**src/rtl/onehot_strobe_gen_if.sv**
```systemverilog
// Handshake and strobe bus of the one-hot strobe sequencer.
// The master drives indices in; the slave (the sequencer) drives the strobe bus out.
interface onehot_strobe_gen_if #(
  parameter int DEPTH = 4
);
  localparam int LW = $clog2(DEPTH) + 1;

  logic          flush;
  logic          in_valid;
  logic          in_ready;
  logic [3:0]    in_addr;
  logic [15:0]   onehot;
  logic          strobe_active;
  logic [3:0]    strobe_addr;
  logic [LW-1:0] fifo_level;
  logic          busy;

  modport master (
    output flush, in_valid, in_addr,
    input  in_ready, onehot, strobe_active, strobe_addr, fifo_level, busy
  );

  modport slave (
    input  flush, in_valid, in_addr,
    output in_ready, onehot, strobe_active, strobe_addr, fifo_level, busy
  );
endinterface

```
**src/rtl/onehot_strobe_gen.sv**
```systemverilog
// Queues 4-bit indices and replays each one as a timed 16-bit one-hot strobe,
// with an optional all-zero gap between consecutive strobes.
module onehot_strobe_gen #(
  parameter int DEPTH     = 4,
  parameter int PULSE_LEN = 1,
  parameter int GAP_LEN   = 0
) (
  input logic              clk,
  input logic              rst_n,
  onehot_strobe_gen_if.slave bus
);
  localparam int AW = $clog2(DEPTH);
  localparam int LW = AW + 1;
  localparam logic [3:0] PULSE_CNT = 4'(PULSE_LEN - 1);
  localparam logic [3:0] GAP_CNT   = 4'((GAP_LEN > 0) ? GAP_LEN - 1 : 0);

  // The cycle counter is 4 bits wide, which bounds both lengths.
  if (DEPTH < 2 || (DEPTH & (DEPTH - 1)) != 0) begin : g_bad_depth
    $error("onehot_strobe_gen: DEPTH must be a power of two >= 2");
  end
  if (PULSE_LEN < 1 || PULSE_LEN > 15) begin : g_bad_pulse
    $error("onehot_strobe_gen: PULSE_LEN must be in 1..15");
  end
  if (GAP_LEN < 0 || GAP_LEN > 15) begin : g_bad_gap
    $error("onehot_strobe_gen: GAP_LEN must be in 0..15");
  end

  typedef enum logic [1:0] {
    IDLE,
    ASSERT,
    GAP
  } state_t;

  state_t        state_q, state_d;
  logic [3:0]    cnt_q, cnt_d;
  logic [15:0]   onehot_q, onehot_d;
  logic [3:0]    addr_q, addr_d;

  logic [3:0]    mem_q [DEPTH];
  logic [AW-1:0] rdPtr_q, wrPtr_q;
  logic [LW-1:0] count_q;

  logic          full, empty, push, pop, takeNext, strobeActive;
  logic [3:0]    head;

  assign full  = (count_q == LW'(DEPTH));
  assign empty = (count_q == '0);
  assign head  = mem_q[rdPtr_q];

  // A flush cycle drops the offered index even though in_ready is high.
  assign bus.in_ready = !full && rst_n;
  assign push         = bus.in_valid && bus.in_ready && !bus.flush;

  always_ff @(posedge clk) begin
    if (push) begin
      mem_q[wrPtr_q] <= bus.in_addr;
    end
  end

  always_ff @(posedge clk) begin
    if (!rst_n || bus.flush) begin
      rdPtr_q <= '0;
      wrPtr_q <= '0;
      count_q <= '0;
    end else begin
      if (push) begin
        wrPtr_q <= wrPtr_q + 1'b1;
      end
      if (pop) begin
        rdPtr_q <= rdPtr_q + 1'b1;
      end
      case ({push, pop})
        2'b10:   count_q <= count_q + 1'b1;
        2'b01:   count_q <= count_q - 1'b1;
        default: count_q <= count_q;
      endcase
    end
  end

  always_comb begin
    state_d  = state_q;
    cnt_d    = cnt_q;
    onehot_d = onehot_q;
    addr_d   = addr_q;
    pop      = 1'b0;
    takeNext = 1'b0;

    case (state_q)
      IDLE: takeNext = 1'b1;
      ASSERT: begin
        if (cnt_q != 4'd0) begin
          cnt_d = cnt_q - 4'd1;
        end else if (GAP_LEN > 0) begin
          onehot_d = '0;
          addr_d   = '0;
          cnt_d    = GAP_CNT;
          state_d  = GAP;
        end else begin
          takeNext = 1'b1;
        end
      end
      GAP: begin
        if (cnt_q != 4'd0) begin
          cnt_d = cnt_q - 4'd1;
        end else begin
          takeNext = 1'b1;
        end
      end
      default: state_d = IDLE;
    endcase

    // Ending a strobe or gap and launching the next one share a cycle,
    // which is what makes zero-gap strobes run back to back.
    if (takeNext) begin
      if (!empty) begin
        pop      = 1'b1;
        onehot_d = 16'd1 << head;
        addr_d   = head;
        cnt_d    = PULSE_CNT;
        state_d  = ASSERT;
      end else begin
        onehot_d = '0;
        addr_d   = '0;
        cnt_d    = '0;
        state_d  = IDLE;
      end
    end
  end

  always_ff @(posedge clk) begin
    if (!rst_n || bus.flush) begin
      state_q  <= IDLE;
      cnt_q    <= '0;
      onehot_q <= '0;
      addr_q   <= '0;
    end else begin
      state_q  <= state_d;
      cnt_q    <= cnt_d;
      onehot_q <= onehot_d;
      addr_q   <= addr_d;
    end
  end

  assign strobeActive      = |onehot_q;
  assign bus.onehot        = onehot_q;
  assign bus.strobe_active = strobeActive;
  assign bus.strobe_addr   = addr_q;
  assign bus.fifo_level    = count_q;
  assign bus.busy          = strobeActive || !empty || (state_q == GAP);
endmodule

```
**src/flat_wrapper.sv**
```systemverilog
// flat-port wrapper written by rule: the top's interface ports become plain ports
module onehot_strobe_gen_flat 
#(
  parameter int DEPTH     = 4,
  parameter int PULSE_LEN = 1,
  parameter int GAP_LEN   = 0
)
  (clk, rst_n, bus_flush, bus_in_valid, bus_in_addr, bus_in_ready, bus_onehot, bus_strobe_active, bus_strobe_addr, bus_fifo_level, bus_busy);
  onehot_strobe_gen_if #(.DEPTH(DEPTH)) bus_i ();
  input logic clk;
  input logic rst_n;
  input wire logic [$bits(bus_i.flush)-1:0] bus_flush;
  input wire logic [$bits(bus_i.in_valid)-1:0] bus_in_valid;
  input wire logic [$bits(bus_i.in_addr)-1:0] bus_in_addr;
  output wire logic [$bits(bus_i.in_ready)-1:0] bus_in_ready;
  output wire logic [$bits(bus_i.onehot)-1:0] bus_onehot;
  output wire logic [$bits(bus_i.strobe_active)-1:0] bus_strobe_active;
  output wire logic [$bits(bus_i.strobe_addr)-1:0] bus_strobe_addr;
  output wire logic [$bits(bus_i.fifo_level)-1:0] bus_fifo_level;
  output wire logic [$bits(bus_i.busy)-1:0] bus_busy;
  assign bus_i.flush = bus_flush;
  assign bus_i.in_valid = bus_in_valid;
  assign bus_i.in_addr = bus_in_addr;
  assign bus_in_ready = bus_i.in_ready;
  assign bus_onehot = bus_i.onehot;
  assign bus_strobe_active = bus_i.strobe_active;
  assign bus_strobe_addr = bus_i.strobe_addr;
  assign bus_fifo_level = bus_i.fifo_level;
  assign bus_busy = bus_i.busy;
  onehot_strobe_gen #(.DEPTH(DEPTH), .PULSE_LEN(PULSE_LEN), .GAP_LEN(GAP_LEN)) u_core (.clk(clk), .rst_n(rst_n), .bus(bus_i));
endmodule
```
**config.mk**
```make
export PLATFORM = sky130hd
export DESIGN_NAME = onehot_strobe_gen_flat
export DESIGN_NICKNAME = d
export VERILOG_FILES = /design/src/rtl/onehot_strobe_gen_if.sv /design/src/rtl/onehot_strobe_gen.sv /design/src/flat_wrapper.sv
export SDC_FILE = /design/constraint.sdc
export NUM_CORES = 1
export LEC_CHECK = 0
export ABC_AREA = 1
export BUFFER_PORTS_ARGS = -buffer_cell sky130_fd_sc_hd__buf_2
export CAP_MARGIN = 0
export CORE_MARGIN = 5
export CORE_UTILIZATION = 40
export DETAILED_ROUTE_END_ITERATION = 10
export PLACE_DENSITY = 0.71
export SYNTH_ARGS = -nofsm -noshare
export SYNTH_HDL_FRONTEND = slang
export SYNTH_SLANG_ARGS = --single-unit
```
**constraint.sdc**
```tcl
create_clock -name clk -period 2.97 [get_ports clk]
set_input_delay 0.891 -clock clk [delete_from_list [all_inputs] [get_ports clk]]
set_output_delay 0.891 -clock clk [all_outputs]
set_load 0.05 [all_outputs]
```
==> results of run 1 <==
==> state kept, by name, indices dropped and copies added (netlist names), named ones only <==
signal	flops
u_core.bus.onehot	16
u_core.rdPtr_q	2
u_core.bus.strobe_addr	4
u_core.state_q	1
u_core.cnt_q	4
u_core.mem_q	16
u_core.bus.fifo_level	3
u_core.wrPtr_q	2
==> per-stage QoR <==
| stage | utilization, % | power [mW] | worst slack [ps] | instance area (µm²) |
|---|---|---|---|---|
| after floorplan | - | 0.860 | 48.9 | 2300 |
| after global placement | 45.6 | 0.887 | 478 | 2520 |
| after detailed placement | 45.6 | 0.889 | 374 | 2520 |
| after CTS | 47.6 | 1.34 | 651 | 2640 |
| after global routing | 47.6 | 1.38 | 496 | 2640 |
| final | 47.6 | 1.32 | 666 | 2640 |
==> cell type report <==
type	instances	area, µm²	share of cell area [%]
Sequential cell	50	1160	44.1
Clock buffer	8	111	4.23
Multi-Input combinational cell	182	988	37.5
Tap cell	72	90.1	3.42
Inverter	27	104	3.94
Timing Repair Buffer	35	180	6.84
==> metal layers <==
layer	part of all wire (%)	vias to the layer above
met4	0.97	0
met3	5.5	4
met5	0	-
li1	-	908
met2	48	30
met1	46	744
==> cells in the final DEF, fill, tap and decap left out, types with 6 or more instances in the layout <==
cell type	count
a21oi_1	7
buf_2	33
clkbuf_8	6
dfxtp_1	34
edfxtp_1	16
ha_1	6
inv_1	24
nand2_1	80
nand2_2	10
nand3_1	20
nor2_1	25
==> critical path: cells and delay by family, from the launching register on <==
kind / cells / cell delay, ps
buffers and inverters: 2 / 330
AND/OR/NAND/NOR: 3 / 440
flip-flops: 1 / 350
==> kinds of logic after synthesis <==
family,Yosys count
XOR/XNOR,3
AO/OA/AOI/OAI,18
adder cells (fa/ha/maj),7
flip-flops,50
AND/OR/NAND/NOR,154
buffers and inverters,32
==> path summary, 6_finish.rpt <==
check,start,to,cells past startpoint
min reg2reg,u_core.cnt_q[0],u_core.cnt_q[0],1
max reg2reg,u_core.cnt_q[0],u_core.bus.fifo_level[2],13
max,u_core.bus.fifo_level[0],bus_busy,5
min,u_core.cnt_q[0],u_core.cnt_q[0],1
==> power groups by stage <==
stage	registers [mW]	logic, mW	clock network [mW]
final	0.722	0.149	0.450
after global routing	0.724	0.165	0.489
after CTS	0.722	0.151	0.467
after detailed placement	0.738	0.151	0
after global placement	0.738	0.149	0
after floorplan	0.752	0.107	0
==> results.py, run 1 <==
metrics = {
    "status": {
        "outcome": "complete, no violations",
    },
    "synth": {
        "async_flop_share_pct": 0,
        "syn_area_um2": 2300,
        "ys_top_cells_by_area": "dfxtp_1 30%, edfxtp_1 21%, nand2_1 13%, nand3_1 4.3%, nor2_1 4.1%",
        "yosysTopAreaCell": "dfxtp_1",
        "synth_edf_count": 16,
        "yosysUniqueCellTypes": 26,
        "syn-num-nets": 279,
        "synth_top_family_by_area": "simple AND/OR/NAND/NOR gates",
        "muxShareOfSynthArea_pct": 0,
        "synth_commonest_cells": "80 x nand2_1, 34 x dfxtp_1, 25 x nor2_1",
        "synth-compound-area-share_pct": 4.18,
        "ys_warn_count": 0,
        "synth.most_common_cell": "nand2_1",
        "synth_top_area_share_pct": 29.5,
        "ys_ff_latch": 50,
        "synth_ff_type": "dfxtp_1",
        "synth_area_per_cell_um2": 8.73,
        "synthesis.instances": 264,
        "synthSimpleGateAreaFrac_pct": 33.5,
        "yosysSeqAreaShare_pct": 50.4,
        "synth_xor_area_share_pct": 1.14,
        "synthAdderAreaFrac_pct": 4.13,
    },
    "hold_path": {
        "hp-class": "register to register",
    },
    "grt": {
        "grt_pass1_wl_mm": 6.73,
        "met2_usage_pct": 19.3,
        "grt_max_degree": 22,
        "grtUsageMet1_pct": 13.3,
        "grt.total_usage_pct": 11.3,
        "antenna_found_initial": 0,
        "gr-total-overflow": 0,
        "grt_busiest_layer": "met2",
        "use_met3_pct": 3.65,
        "grt_pass1_vias": 1591,
    },
    "cts": {
        "max-clock-path-buffers": 2,
        "cts_setup_buffers": 0,
        "holdBufCountCts": 0,
        "cts_root_buf": "clkbuf_8",
        "insertion_delay_ps": 300,
        "cts_made_buffers": 5,
        "cts.sinks": 50,
        "cts_tree": "done",
        "h-tree-depth": 2,
        "cts.repair.resized": 0,
        "clkTransAtPathRegs_ps": 90,
    },
    "layout": {
        "fillers": 555,
        "drive_above_1_share_pct": 24.5,
        "diodes": 0,
        "nets": 316,
        "fin_cells": 374,
        "area_growth_syn_to_layout_pct": 14.4,
    },
    "floorplanning": {
        "die-area_um2": 7380,
        "die_width_um": 85.9,
        "rows": 27,
        "ios": 34,
        "die_h_um": 85.9,
        "core_area_um2": 5540,
        "start_util_pct": 41.6,
    },
    "detailed_routing": {
        "drtPass1Iterations": 4,
        "avgViaCountPerCell": 4.51,
        "first_iter_violations": 35,
        "antenna_left": 0,
        "wl_per_cell_um": 10.5,
        "drc": 0,
        "drt-total-wl_mm": 3.93,
        "vias": 1686,
    },
    "power": {
        "p_per_area_nw_per_um2": 502,
        "p_leak_nw": 1.26,
        "power_frac_seq_pct": 54.6,
        "ir_worst_vdd_mv": 0.202,
        "p_switching_mw": 0.327,
        "intPower_mw": 0.995,
        "clockPowerShare_pct": 34.0,
        "p_comb_share_pct": 11.3,
        "swShare_pct": 24.8,
    },
    "sta": {
        "worst_pin_slew_ps": 397,
        "period_minus_slack_ps": 2300,
        "setup_viol": 0,
        "finalMaxSlewViolations": 0,
        "max_freq_mhz": 434,
        "holdWs_ps": 451,
        "rsz0062_at_grt": "no",
        "final.setup.tns_ps": 0,
        "hold_viol": 0,
        "fin_crit_sh_pct": 77.6,
        "skew_ps": 10.4,
        "slew-limit-headroom_pct": 73.5,
    },
    "critical_path": {
        "slowest_delay_ps": 350,
        "reg2reg_slack_ps": 900,
        "critPathCaptureType": "primary output",
        "crit_chain": "nor2_1, nand2_1, inv_1, nand3_1, buf_2",
        "cp.required_ps": 2080,
        "start_kind": "register",
        "worstSetupPathType": "register to primary output",
        "critPathArrivalTime_ps": 1410,
        "cp_max_fo": 5,
        "crit_slowest_cell": "dfxtp_1",
    },
    "job": {
        "drv_cap": 0,
    },
    "placement": {
        "finalWeightedCongestion": 0.740,
        "hpwl_mm": 3.04,
        "place_inst": 366,
        "port-buffer-count": 33,
    },
}
(Power assumes the default switching activity.)
==> run 2, diff against run 1 <==
- PLACE_DENSITY: 0.71 -> 0.74
- clock period: 2.97 -> 1.9 ns (I/O delays scaled with it)
==> results.py, run 2 (synthesis results as in run 1) <==
metrics = {
    "critical_path": {
        "critPathArrivalTime_ps": 2060,
        "cp.required_ps": 2140,
        "cp_max_fo": 3,
        "worstSetupPathType": "register to register",
        "critPathCaptureType": "register",
        "start_kind": "register",
    },
    "floorplanning": {
        "die-area_um2": 7380,
        "core_area_um2": 5540,
        "rows": 27,
        "start_util_pct": 41.6,
        "die_width_um": 85.9,
        "ios": 34,
        "die_h_um": 85.9,
    },
    "detailed_routing": {
        "drc": 0,
        "wl_per_cell_um": 11.4,
        "antenna_left": 0,
        "drtPass1Iterations": 4,
        "drt-total-wl_mm": 4.33,
        "avgViaCountPerCell": 4.53,
        "vias": 1725,
        "first_iter_violations": 50,
    },
    "cts": {
        "clkTransAtPathRegs_ps": 90,
        "cts_tree": "done",
        "cts_made_buffers": 5,
        "insertion_delay_ps": 300,
        "cts.sinks": 50,
        "cts_root_buf": "clkbuf_8",
        "max-clock-path-buffers": 2,
        "h-tree-depth": 2,
    },
    "layout": {
        "finalInstanceArea_um2": 2790,
        "diodes": 0,
        "drive_above_1_share_pct": 34.3,
        "final_cell_mix": "76 x nand2_1, 31 x buf_2, 29 x dfxtp_1",
        "nets": 323,
        "final_common_cell": "nand2_1",
        "area_growth_syn_to_layout_pct": 21.0,
    },
    "grt": {
        "grt_pass1_vias": 1636,
        "grt_max_degree": 22,
        "grt_pass1_wl_mm": 7.33,
        "antenna_found_initial": 0,
        "gr-total-overflow": 0,
        "grt.total_usage_pct": 12.3,
    },
    "sta": {
        "worst_pin_slew_ps": 384,
        "finalMaxSlewViolations": 0,
        "skew_ps": 4.74,
        "slew-limit-headroom_pct": 74.3,
        "rsz0062_at_grt": "yes",
        "hold_viol": 0,
        "fin_crit_sh_pct": 96.0,
        "period_minus_slack_ps": 1820,
        "setup_viol": 0,
        "max_freq_mhz": 548,
        "final.setup.tns_ps": 0,
    },
    "job": {
        "drv_cap": 0,
    },
    "power": {
        "ir_worst_vdd_mv": 0.515,
        "p_leak_nw": 1.31,
        "p_per_area_nw_per_um2": 758,
    },
    "placement": {
        "port-buffer-count": 33,
        "place_area_um2": 2600,
        "hpwl_mm": 3.31,
        "finalWeightedCongestion": 0.798,
    },
    "status": {
        "outcome": "complete, no violations",
    },
    "hold_path": {
        "hp-class": "register to register",
    },
}
[run 2: per-stage QoR]
stage / util, % / std cells / worst slack [ps] / hold slack [ps] / total power, mW
5_1_grt: 50.3 / 381 / -69.9 / 448 / 2.20
3_5_place_dp: 47.0 / 372 / 2.99 / 440 / 1.42
4_1_cts: 48.9 / 380 / 1.70 / 455 / 2.10
3_3_place_gp: 47.0 / 372 / 40.4 / 430 / 1.41
2_1_floorplan: - / 264 / 38.6 / 414 / 1.35
6_report: 50.3 / 381 / 76.8 / 430 / 2.11
[run 2: path summary, 6_finish.rpt]
kind	startpoint	slack (ps)	depth (start not counted)	end
setup / recovery	u_core.cnt_q[0]	80	14	u_core.bus.fifo_level[2]
hold / removal	u_core.cnt_q[0]	430	1	u_core.cnt_q[0]
setup reg to reg	u_core.cnt_q[0]	80	14	u_core.bus.fifo_level[2]
hold reg to reg	u_core.cnt_q[0]	430	1	u_core.cnt_q[0]
[run 2: area by class of cell]
cell class	count	area [µm²]
Clock buffer	7	97.6
Clock inverter	1	6.26
Fill cell	531	2750
Inverter	27	106
Multi-Input combinational cell	182	1070
Sequential cell	50	1170
Tap cell	72	90.1
Timing Repair Buffer	42	245
[run 2: what timing repair did]
item,CTS,global route
hold buffers,0,0
pin swaps,0,10
setup endpoints to repair,1,4
gates resized for setup,1,25
setup buffers,0,1
[run 2: critical path: stages, from the launching register on]
cell	delay, ps
dfxtp_2	340
inv_2	60
ha_4	130
nand2_2	50
nand2_2	90
nand2_2	70
inv_2	80
ha_4	120
inv_2	40
fa_2	370
a21oi_2	140
o21ai_2	70
nand2_1	50
nand2_1	40
nor2_1	80
[run 2: report_power, final]
group          switching, mW  internal [mW]  total (mW)
combinational          0.195         0.0965       0.292
clock                  0.352          0.341       0.694
sequential            0.0131           1.12        1.13
total                  0.561           1.55        2.11
[run 2: layer usage]
layer	share of wire [%]	global-route usage (%)
met1	45	15.5
met4	1.1	4.32
met3	4.9	3.36
met5	0	0
met2	49	20.3
